==> config.mk <==
export PLATFORM = sky130hd
export DESIGN_NAME = adder_tree_seq
export DESIGN_NICKNAME = d
export VERILOG_FILES = /design/src/rtl/conv_pkg.sv /design/src/rtl/accum_sat.sv /design/src/rtl/adder_tree_seq.sv
export SDC_FILE = /design/constraint.sdc
export NUM_CORES = 1
export LEC_CHECK = 0
export CORE_AREA = 2 2 231 233
export DETAILED_ROUTE_END_ITERATION = 12
export DIE_AREA = 0 0 233 235
export GPL_ROUTABILITY_DRIVEN = 0
export SETUP_SLACK_MARGIN = 0.5
export SLEW_MARGIN = 20
export SYNTH_ARGS = -nofsm -noshare
export SYNTH_HDL_FRONTEND = slang
export SYNTH_SLANG_ARGS = --single-unit
==> constraint.sdc <==
create_clock -name clk -period 4.2 [get_ports clk]
set_input_delay 1.26 -clock clk [delete_from_list [all_inputs] [get_ports clk]]
set_output_delay 1.26 -clock clk [all_outputs]
set_load 0.01 [all_outputs]
==> src/rtl/conv_pkg.sv <==
// Shared types for the convolution datapath: sequencer FSM states, the
// tracking-pipe tag, and a helper that normalises the chunk count.
package conv_pkg;

    // Sequencer phases: accept first beat, accept remaining beats,
    // wait for tree results to drain, present the group sum.
    typedef enum logic [1:0] {
        IDLE  = 2'd0,
        FEED  = 2'd1,
        DRAIN = 2'd2,
        OUT   = 2'd3
    } seq_state_t;

    // Tag travelling alongside a chunk while it is inside the adder tree.
    typedef struct packed {
        logic valid;
        logic last;
    } seq_tag_t;

    // Effective chunk count: zero means one chunk, anything above the
    // maximum is clamped to the maximum.
    function automatic int unsigned eff_chunks(input int unsigned cfg,
                                               input int unsigned max_chunks);
        if (cfg == 0) begin
            return 1;
        end
        if (cfg > max_chunks) begin
            return max_chunks;
        end
        return cfg;
    endfunction

endpackage

==> src/rtl/accum_sat.sv <==
// Next-value logic for the group accumulator: clear, hold, or add one tree
// result. Build option: define ADDER_TREE_SEQ_SAT_EN for a signed
// saturating add; otherwise the add wraps modulo 2^WIDTH.
module accum_sat #(
    parameter int WIDTH = 32
) (
    input  logic [WIDTH-1:0] acc_q,
    input  logic [WIDTH-1:0] addend,
    input  logic             en,
    input  logic             clr,
    output logic [WIDTH-1:0] acc_d
);

    logic [WIDTH-1:0] sum;

    // Raw two's-complement sum, optionally clamped on signed overflow.
    always_comb begin
        // NOTE: combinational blocks use blocking '=' so later statements see
        // the value just computed, exactly like wires evaluated in order.
        sum = acc_q + addend;
`ifdef ADDER_TREE_SEQ_SAT_EN
        // Overflow only when both operands share a sign and the result flips it.
        if ((acc_q[WIDTH-1] == addend[WIDTH-1]) && (sum[WIDTH-1] != acc_q[WIDTH-1])) begin
            sum = acc_q[WIDTH-1] ? {1'b1, {(WIDTH-1){1'b0}}}
                                 : {1'b0, {(WIDTH-1){1'b1}}};
        end
`endif
    end

    // Select between clear (start of group), add (tree result exits) and hold.
    always_comb begin
        // NOTE: assign a default before any if/case so every path drives acc_d;
        // a missing branch would otherwise infer a latch.
        acc_d = acc_q;
        if (clr) begin
            acc_d = '0;
        end else if (en) begin
            acc_d = sum;
        end
    end

endmodule

==> src/rtl/adder_tree_seq.sv <==
// Sequencer/accumulator in front of a pipelined adder_tree. Feeds one chunk
// per cycle into the tree, tracks chunks in flight with a tag pipe matching
// the tree latency, accumulates the tree results and hands one sum per group
// downstream over valid/ready. Build option: ADDER_TREE_SEQ_SAT_EN selects a
// saturating accumulator (see accum_sat).
module adder_tree_seq
    import conv_pkg::*;
#(
    parameter int WIDTH     = 32,
    parameter int INPUT_NUM = 8,
    parameter int TREE_LAT  = $clog2(INPUT_NUM),
    parameter int CHUNK_MAX = 16,
    parameter int CNT_W     = $clog2(CHUNK_MAX + 1)
) (
    input  logic                             clk,
    input  logic                             rst,
    input  logic [CNT_W-1:0]                 cfg_chunks,
    input  logic                             in_valid,
    output logic                             in_ready,
    input  logic [INPUT_NUM-1:0][WIDTH-1:0]  in_data,
    output logic [INPUT_NUM-1:0][WIDTH-1:0]  tree_data,
    input  logic [WIDTH-1:0]                 tree_res,
    output logic                             out_valid,
    input  logic                             out_ready,
    output logic [WIDTH-1:0]                 out_data,
    output logic                             busy
);

    seq_state_t       state_q, state_d;
    logic [CNT_W-1:0] n_chunks_q, n_chunks_d;
    logic [CNT_W-1:0] beat_cnt_q, beat_cnt_d;
    logic [CNT_W-1:0] cfg_eff;
    logic [WIDTH-1:0] acc_q, acc_d;
    logic             in_ready_q, in_ready_d;
    logic             out_valid_q, out_valid_d;
    seq_tag_t         pipe_q [TREE_LAT];
    seq_tag_t         pipe_d [TREE_LAT];
    seq_tag_t         tag_in;
    seq_tag_t         tag_out;
    logic             beat;
    logic             acc_clr;

    // An accepted beat; in_ready is a register so this has no loop through it.
    assign beat    = in_valid & in_ready_q;
    assign cfg_eff = CNT_W'(eff_chunks(32'(cfg_chunks), CHUNK_MAX));
    assign tag_out = pipe_q[TREE_LAT-1];

    // FSM next state, chunk counting and accumulator clear on the first beat.
    always_comb begin
        state_d    = state_q;
        n_chunks_d = n_chunks_q;
        beat_cnt_d = beat_cnt_q;
        acc_clr    = 1'b0;
        case (state_q)
            IDLE: begin
                if (beat) begin
                    n_chunks_d = cfg_eff;
                    beat_cnt_d = CNT_W'(1);
                    acc_clr    = 1'b1;
                    state_d    = (cfg_eff == CNT_W'(1)) ? DRAIN : FEED;
                end
            end
            FEED: begin
                if (beat) begin
                    beat_cnt_d = beat_cnt_q + CNT_W'(1);
                    if (beat_cnt_d == n_chunks_q) begin
                        state_d = DRAIN;
                    end
                end
            end
            DRAIN: begin
                // The last chunk's sum is folded in as its tag exits.
                if (tag_out.valid && tag_out.last) begin
                    state_d = OUT;
                end
            end
            OUT: begin
                if (out_ready) begin
                    state_d = IDLE;
                end
            end
            default: begin
                state_d = IDLE;
            end
        endcase
    end

    // Tag pipe shifts every cycle so tag position mirrors tree stage position.
    always_comb begin
        tag_in.valid = beat;
        tag_in.last  = beat && (beat_cnt_d == n_chunks_d);
        pipe_d[0]    = tag_in;
        for (int i = 1; i < TREE_LAT; i++) begin
            pipe_d[i] = pipe_q[i-1];
        end
    end

    // Handshake outputs are registered from the next state.
    always_comb begin
        in_ready_d  = (state_d == IDLE) || (state_d == FEED);
        out_valid_d = (state_d == OUT);
    end

    accum_sat #(
        .WIDTH (WIDTH)
    ) u_accum (
        .acc_q  (acc_q),
        .addend (tree_res),
        .en     (tag_out.valid),
        .clr    (acc_clr),
        .acc_d  (acc_d)
    );

    // All sequencer state; reset aborts any group and discards in-flight tags.
    always_ff @(posedge clk or negedge rst) begin
        if (!rst) begin
            state_q     <= IDLE;
            n_chunks_q  <= '0;
            beat_cnt_q  <= '0;
            acc_q       <= '0;
            in_ready_q  <= 1'b0;
            out_valid_q <= 1'b0;
            for (int i = 0; i < TREE_LAT; i++) begin
                pipe_q[i] <= '0;
            end
        end else begin
            state_q     <= state_d;
            n_chunks_q  <= n_chunks_d;
            beat_cnt_q  <= beat_cnt_d;
            acc_q       <= acc_d;
            in_ready_q  <= in_ready_d;
            out_valid_q <= out_valid_d;
            for (int i = 0; i < TREE_LAT; i++) begin
                pipe_q[i] <= pipe_d[i];
            end
        end
    end

    // Tree input is forced to zero outside accepted beats.
    always_comb begin
        tree_data = beat ? in_data : '0;
    end

    assign in_ready  = in_ready_q;
    assign out_valid = out_valid_q;
    assign out_data  = out_valid_q ? acc_q : '0;
    assign busy      = (state_q != IDLE);

endmodule

==> metrics.csv, run 1 <==
metric;value;unit
grt_pass1_wl;67400;µm
synth-edff-count;0;
cts_buffer_depth;2;
hold_class;reg -> reg;
setup_viol;0;
yosys_warnings;0;
ys_types;61;
power_leakage;7.22;nW
power_frac_seq;35.3;%
first_iter_violations;499;
grt_start_max_net_pins;108;
rrSetupSlack;1.54;ns
fin_skew;0.00994;ns
power;1.42;mW
ys_seq_area_share;22.1;%
fmax;270;MHz
intPower;1.05;mW
cts-root-buf;clkbuf_16;
setup_tns;0;ns
drc;0;
syn_nets;1103;
swShare;26.7;%
clock_latency;0.30;ns
synth_area;5890;µm²
critPathTopFamily;buffers and inverters;
start_util;11.3;%
num-nets-final;1650;
critPathCaptureType;primary output;
hp-start;pipe_d[3]$_DFF_PN0_;
layout-drive-gt1-share;5.61;%
crit_path_cell_trace;clkdlybuf4s50_1 -> and3_1 -> dlygate4sd2_1;
die_h;235;µm
critPathBufInv;2;
power_frac_comb;32.9;%
required;2.94;ns
outcome;finished, final reports clean;
cp-start-kind;input port;
grt_pass1_vias;8329;
cp_slowest_cell;clkdlybuf4s50_1;
hold_depth;0;
path_clk_slew;0.08;ns
max_stage_delay;0.51;ns
numClockSinks;52;
antenna_found_initial;30;
rsz0062_at_grt;true;
r2r_cells;11;
area_growth;118;%
syn_area_per_cell;7.62;µm²
period_share;88.1;%
ant_nets;0;
syn-instance-count;772;
critPathMaxFanout;1;
max_cap_violations;0;
cts_tree;yes;
ys.flop_type;dfrtp_1;
track_usage;17.6;%
fin_crit;3.70;ns
std_cell_rows;84;
die_area;54800;µm²
slew_headroom;50.8;%
power_density;111;nW/µm²
via_count;8386;
cts_buffers;5;
fin_ws;0.500;ns
worst_pin_slew;0.738;ns
switching_power;0.380;mW
critPathKind;in -> out;
ios;588;
pre_cts_ws;0.237;ns
vdd_ir_drop_max;138;µV
min_to;pipe_d[1]$_DFF_PN0_;
dp_hpwl;45100;µm
ys_ff_latch;52;
vias_per_cell;4.16;
port-buffer-count;587;
timing.hold.ws;0.351;ns
first_pass_iters;5;
die_width;233;µm
r2r-start;acc_q[0]$_DFFE_PN0P_;
gr-total-overflow;0;
report.final.hold_viol_count;0;
cts_hold_buffers;0;
core;52200;µm²
async_reset_ff_share;100;%
wire_per_inst;25.5;µm
clkPwrFrac;31.8;%
crit_arrival;2.44;ns
slew_violations;0;
wl;51300;µm
reg2reg_to;acc_q[24]$_DFFE_PN0P_;
htree_levels;2;
[metal layers]
layer | track usage [%] | routed length (µm) | share of wire [%]
met3 | 9.05 | 6550 | 13
met2 | 28.3 | 22700 | 44
met1 | 20.8 | 20700 | 40
met5 | 0 | 268 | 0.52
met4 | 3.42 | 1120 | 2.2
[per-stage QoR]
stage	instances	util (%)	area, µm²
finish	2014	24.5	12800
global route	2009	24.5	12800
CTS	1999	24.0	12600
detailed placement	1989	24.0	12500
global placement	1989	24.0	12500
floorplan	772	-	5890
[cell families (layout without fill, tap and decap cells)]
group | after synthesis | after routing | synth area share, %
simple gates | 429 | 429 | 42.7
compound gates | 118 | 118 | 13.7
buf+inv | 83 | 631 | 5.34
flops | 52 | 52 | 22.1
fa+ha+maj | 34 | 34 | 7.36
xor+xnor | 32 | 32 | 4.76
mux | 24 | 24 | 4.10
other cells | 0 | 6 | 0
[worst max-delay path by stage]
stage | depth (start not counted) | startpoint | slack [ns] | to
after floorplan | 11 | tree_res[0] | 0.88 | acc_q[24]$_DFFE_PN0P_
after global placement | 12 | tree_res[0] | 0.20 | acc_q[24]$_DFFE_PN0P_
after detailed placement | 3 | in_data[41] | 0.24 | tree_data[41]
after CTS | 4 | in_valid | 0.42 | tree_data[254]
after global routing | 12 | tree_res[0] | 0.42 | acc_q[24]$_DFFE_PN0P_
final | 3 | in_data[17] | 0.50 | tree_data[17]
[flip-flops by register name, summed over array words and instances (netlist names)]
name        flops
beat_cnt_q      5
pipe_d          4
out_valid       1
in_ready        1
pipe_q          2
state_q         2
acc_q          32
n_chunks_q      5
[cell usage after synthesis (all sizes together) (3+ instances only)]
library cell    n  area, µm²
o21bai          5       41.3
and4            3       26.3
or3             3       18.8
dfrtp          52       1300
and3          262       1650
clkbuf         70        263
ha             33        413
xnor2          21        184
nand2          39        146
inv            10       37.5
nand4           6       37.5
o211ai          5       42.5
nor3            9       55.1
o21ai          25        133
a22o            4       43.8
nand3b          3       22.5
nor2           45        169
nand3          12       70.1
a211oi          3       27.5
buf             3       13.8
a21oi          39        206
a31oi           6       37.5
and2           33        206
a21o           16        120
xor2           11       96.3
mux2i          23        230
or2             4       25.0
[cell type report]
cell class / count / area (µm²)
clock buffers: 5 / 125
inverters: 10 / 37.5
repair buffers: 613 / 6140
well taps: 688 / 861
diodes: 6 / 15.0
clock inverters: 3 / 28.8
multi-input cells: 637 / 4310
fillers: 5776 / 39400
flip-flops and latches: 52 / 1310
[placed cells by master, fill, tap and decap left out, types with 11 or more instances in the layout]
cell type        instances
a21o_1                  16
a21oi_1                 36
and2_1                  33
and3_1                 255
buf_4                   13
clkdlybuf4s50_1        391
dfrtp_1                 51
dlygate4sd2_1          160
dlymetal6s2s_1          29
ha_1                    32
mux2i_1                 23
nand2_1                 38
nor2_1                  44
o21ai_0                 17
xnor2_1                 21
xor2_1                  11
[power groups by stage]
stage          logic [mW]  clock network (mW)  registers, mW
6_report            0.469               0.453          0.503
3_3_place_gp        0.440                   0          0.513
2_1_floorplan       0.112                   0          0.513
4_1_cts             0.459               0.462          0.503
5_1_grt             0.504               0.481          0.503
3_5_place_dp        0.446                   0          0.513
[repair_timing]
action	in CTS	in global routing
pin swaps	0	10
endpoints found under the setup margin	248	86
resized for setup	171	50
endpoints found under the hold margin	0	0
gates cloned	2	1
setup buffers	0	8
Power figures use the tool's default switching activity.
==> run 2: changes to the inputs <==
--- a/config.mk
+++ b/config.mk
@@ -9,6 +9,7 @@
 export DETAILED_ROUTE_END_ITERATION = 12
 export DIE_AREA = 0 0 233 235
 export GPL_ROUTABILITY_DRIVEN = 0
+export GPL_TIMING_DRIVEN = 0
 export SETUP_SLACK_MARGIN = 0.5
 export SLEW_MARGIN = 20
 export SYNTH_ARGS = -nofsm -noshare
==> run 2 against run 1 <==
Effect of this change:
- clock-buffer cell count is the same
- hold slack improved by 0.0035 ns
- global-route usage up 0.42 points
- largest cell class unchanged
- largest power group unchanged
==> metrics.csv, run 2 (synthesized netlist as in run 1, its figures left out) <==
metric;value;unit;change
critPathKind;in -> out;;
outcome;finished, final reports clean;;
ios;588;;unchanged
r2r_cells;11;;unchanged
report.final.hold_viol_count;0;;unchanged
cts-root-buf;clkbuf_16;;
grt_start_max_net_pins;53;;-51%
antenna_found_initial;19;;-37%
fin_ws;0.556;ns;+0.0560 ns
first_iter_violations;597;;+20%
critPathMaxFanout;1;;unchanged
layout_commonest_cell;clkdlybuf4s50_1;;
endpoint;tree_data[13];;
cts_tree;yes;;
wire_per_inst;25.1;µm;-1.3%
power_density;111;nW/µm²;-0.18%
path_clk_slew;0.08;ns;about the same
hold_depth;0;;unchanged
hold_class;reg -> reg;;
rrSetupSlack;1.55;ns;about the same
critPathCaptureType;primary output;;
layout-drive-gt1-share;9.06;%;+3.5 points
pre_cts_ws;-1.13;ns;-1.36 ns
period_share;86.8;%;-1.3 points
start_util;11.3;%;unchanged
fin_skew;0.00634;ns;-0.00360 ns
required;2.94;ns;about the same
fin_crit;3.64;ns;-0.0560 ns
cts_buffers;5;;unchanged
vdd_ir_drop_max;165;µV;+19%
vias_per_cell;4.19;;+0.67%
timing.hold.ws;0.355;ns;+0.00354 ns
wl;52000;µm;+1.3%
slew_violations;0;;unchanged
cp-start-kind;input port;;
slew_headroom;47.3;%;-3.5 points
first_pass_iters;5;;unchanged
area_growth;117;%;
num-nets-final;1699;;+3.0%
std_cell_rows;84;;unchanged
dp_cells;2047;;+2.9%
via_count;8664;;+3.3%
core;52200;µm²;unchanged
fill_cells;5861;;+1.5%
crit_arrival;2.38;ns;-0.06 ns
cts_hold_buffers;0;;unchanged
die_h;235;µm;unchanged
cts_buffer_depth;2;;unchanged
gr-total-overflow;0;;unchanged
drc;0;;unchanged
reg2reg_to;acc_q[24]$_DFFE_PN0P_;;
die_area;54800;µm²;unchanged
htree_levels;2;;unchanged
fmax;274;MHz;+1.5%
finalNonFillerCells;2067;;+2.6%
die_width;233;µm;unchanged
grt_pass1_wl;68400;µm;+1.5%
clock_latency;0.30;ns;about the same
setup_viol;0;;unchanged
dp_hpwl;47500;µm;+5.3%
worst_pin_slew;0.791;ns;+0.0532 ns
startpoint;in_data[13];;
rsz0062_at_grt;false;;
largest_reg_flops;32;;unchanged
r2r-start;acc_q[0]$_DFFE_PN0P_;;
port-buffer-count;587;;unchanged
track_usage;18.0;%;+0.42 points
power_leakage;6.99;nW;-3.1%
grt_pass1_vias;8589;;+3.1%
max_cap_violations;0;;unchanged
power;1.42;mW;-0.49%
ant_nets;0;;unchanged
top_regs;acc_q: 32 flops, beat_cnt_q: 5 flops, n_chunks_q: 5 flops;;
regMostFlops;acc_q;;
final_cell_mix;clkdlybuf4s50_1, and3_1, dlygate4sd2_1;;
numClockSinks;52;;unchanged
[run 2: worst min-delay path by stage]
| stage | startpoint | end | slack (ns) |
|---|---|---|---|
| after floorplan | pipe_d[2]$_DFF_PN0_ | pipe_d[0]$_DFF_PN0_ | 0.33 |
| after CTS | pipe_d[0]$_DFF_PN0_ | pipe_q[0]$_DFF_PN0_ | 0.36 |
| after global placement | pipe_d[0]$_DFF_PN0_ | pipe_q[0]$_DFF_PN0_ | 0.33 |
| final | pipe_d[2]$_DFF_PN0_ | pipe_d[0]$_DFF_PN0_ | 0.35 |
| after detailed placement | pipe_d[3]$_DFF_PN0_ | pipe_d[1]$_DFF_PN0_ | 0.34 |
| after global routing | pipe_d[2]$_DFF_PN0_ | pipe_d[0]$_DFF_PN0_ | 0.37 |
[run 2: cell type report]
type                    instances  area, µm²  share of cell area (%)
multi-input cells             637       4320                    33.8
flip-flops and latches         52       1300                    10.2
diodes                         10       25.0                   0.196
clock buffers                   5        125                   0.979
well taps                     688        861                    6.74
plain buffers                  73        418                    3.27
clock inverters                 3       27.5                   0.215
repair buffers                589       5660                    44.3
inverters                      10       37.5                   0.294
[run 2: where the power goes]
part	internal [mW]	switching [mW]
registers	0.502	0.00153
logic	0.302	0.171
clock network	0.227	0.214
[run 2: per-layer routing]
| layer | part of all wire (%) | GRT usage (%) | vias to the layer above |
|---|---|---|---|
| li1 | - | - | 4003 |
| met3 | 12 | 8.51 | 52 |
| met5 | 0.13 | 0 | - |
| met2 | 44 | 28.6 | 444 |
| met4 | 3.1 | 5.46 | 10 |
| met1 | 41 | 21.4 | 4155 |
[run 2: worst max-delay path: stages]
cell and delay (ns):
clkdlybuf4s50_1 0.45, and3_1 0.13, clkdlybuf4s50_1 0.54
[run 2: per-stage QoR]
stage | util (%) | area (µm²) | setup TNS (ns)
after floorplan | - | 5890 | 0
after global placement | 24.2 | 12600 | -188.98
after detailed placement | 24.2 | 12600 | -193.77
after CTS | 24.3 | 12700 | 0
after global routing | 24.4 | 12800 | 0
final | 24.5 | 12800 | 0
[run 2: what timing repair did]
action | 4_1_cts | 5_1_grt
cloned | 0 | 0
setup endpoints to repair | 277 | 14
buffers inserted | 0 | 2
gates resized for setup | 443 | 10
pin swaps | 2 | 10
==> run 3: changes to the inputs <==
--- a/config.mk
+++ b/config.mk
@@ -11,6 +11,7 @@
 export GPL_ROUTABILITY_DRIVEN = 0
 export GPL_TIMING_DRIVEN = 0
 export SETUP_SLACK_MARGIN = 0.5
+export SKIP_LAST_GASP = 1
 export SLEW_MARGIN = 20
 export SYNTH_ARGS = -nofsm -noshare
 export SYNTH_HDL_FRONTEND = slang
==> results of run 3 <==
No change in the layout: final DEF, timing and power equal those of run 2.
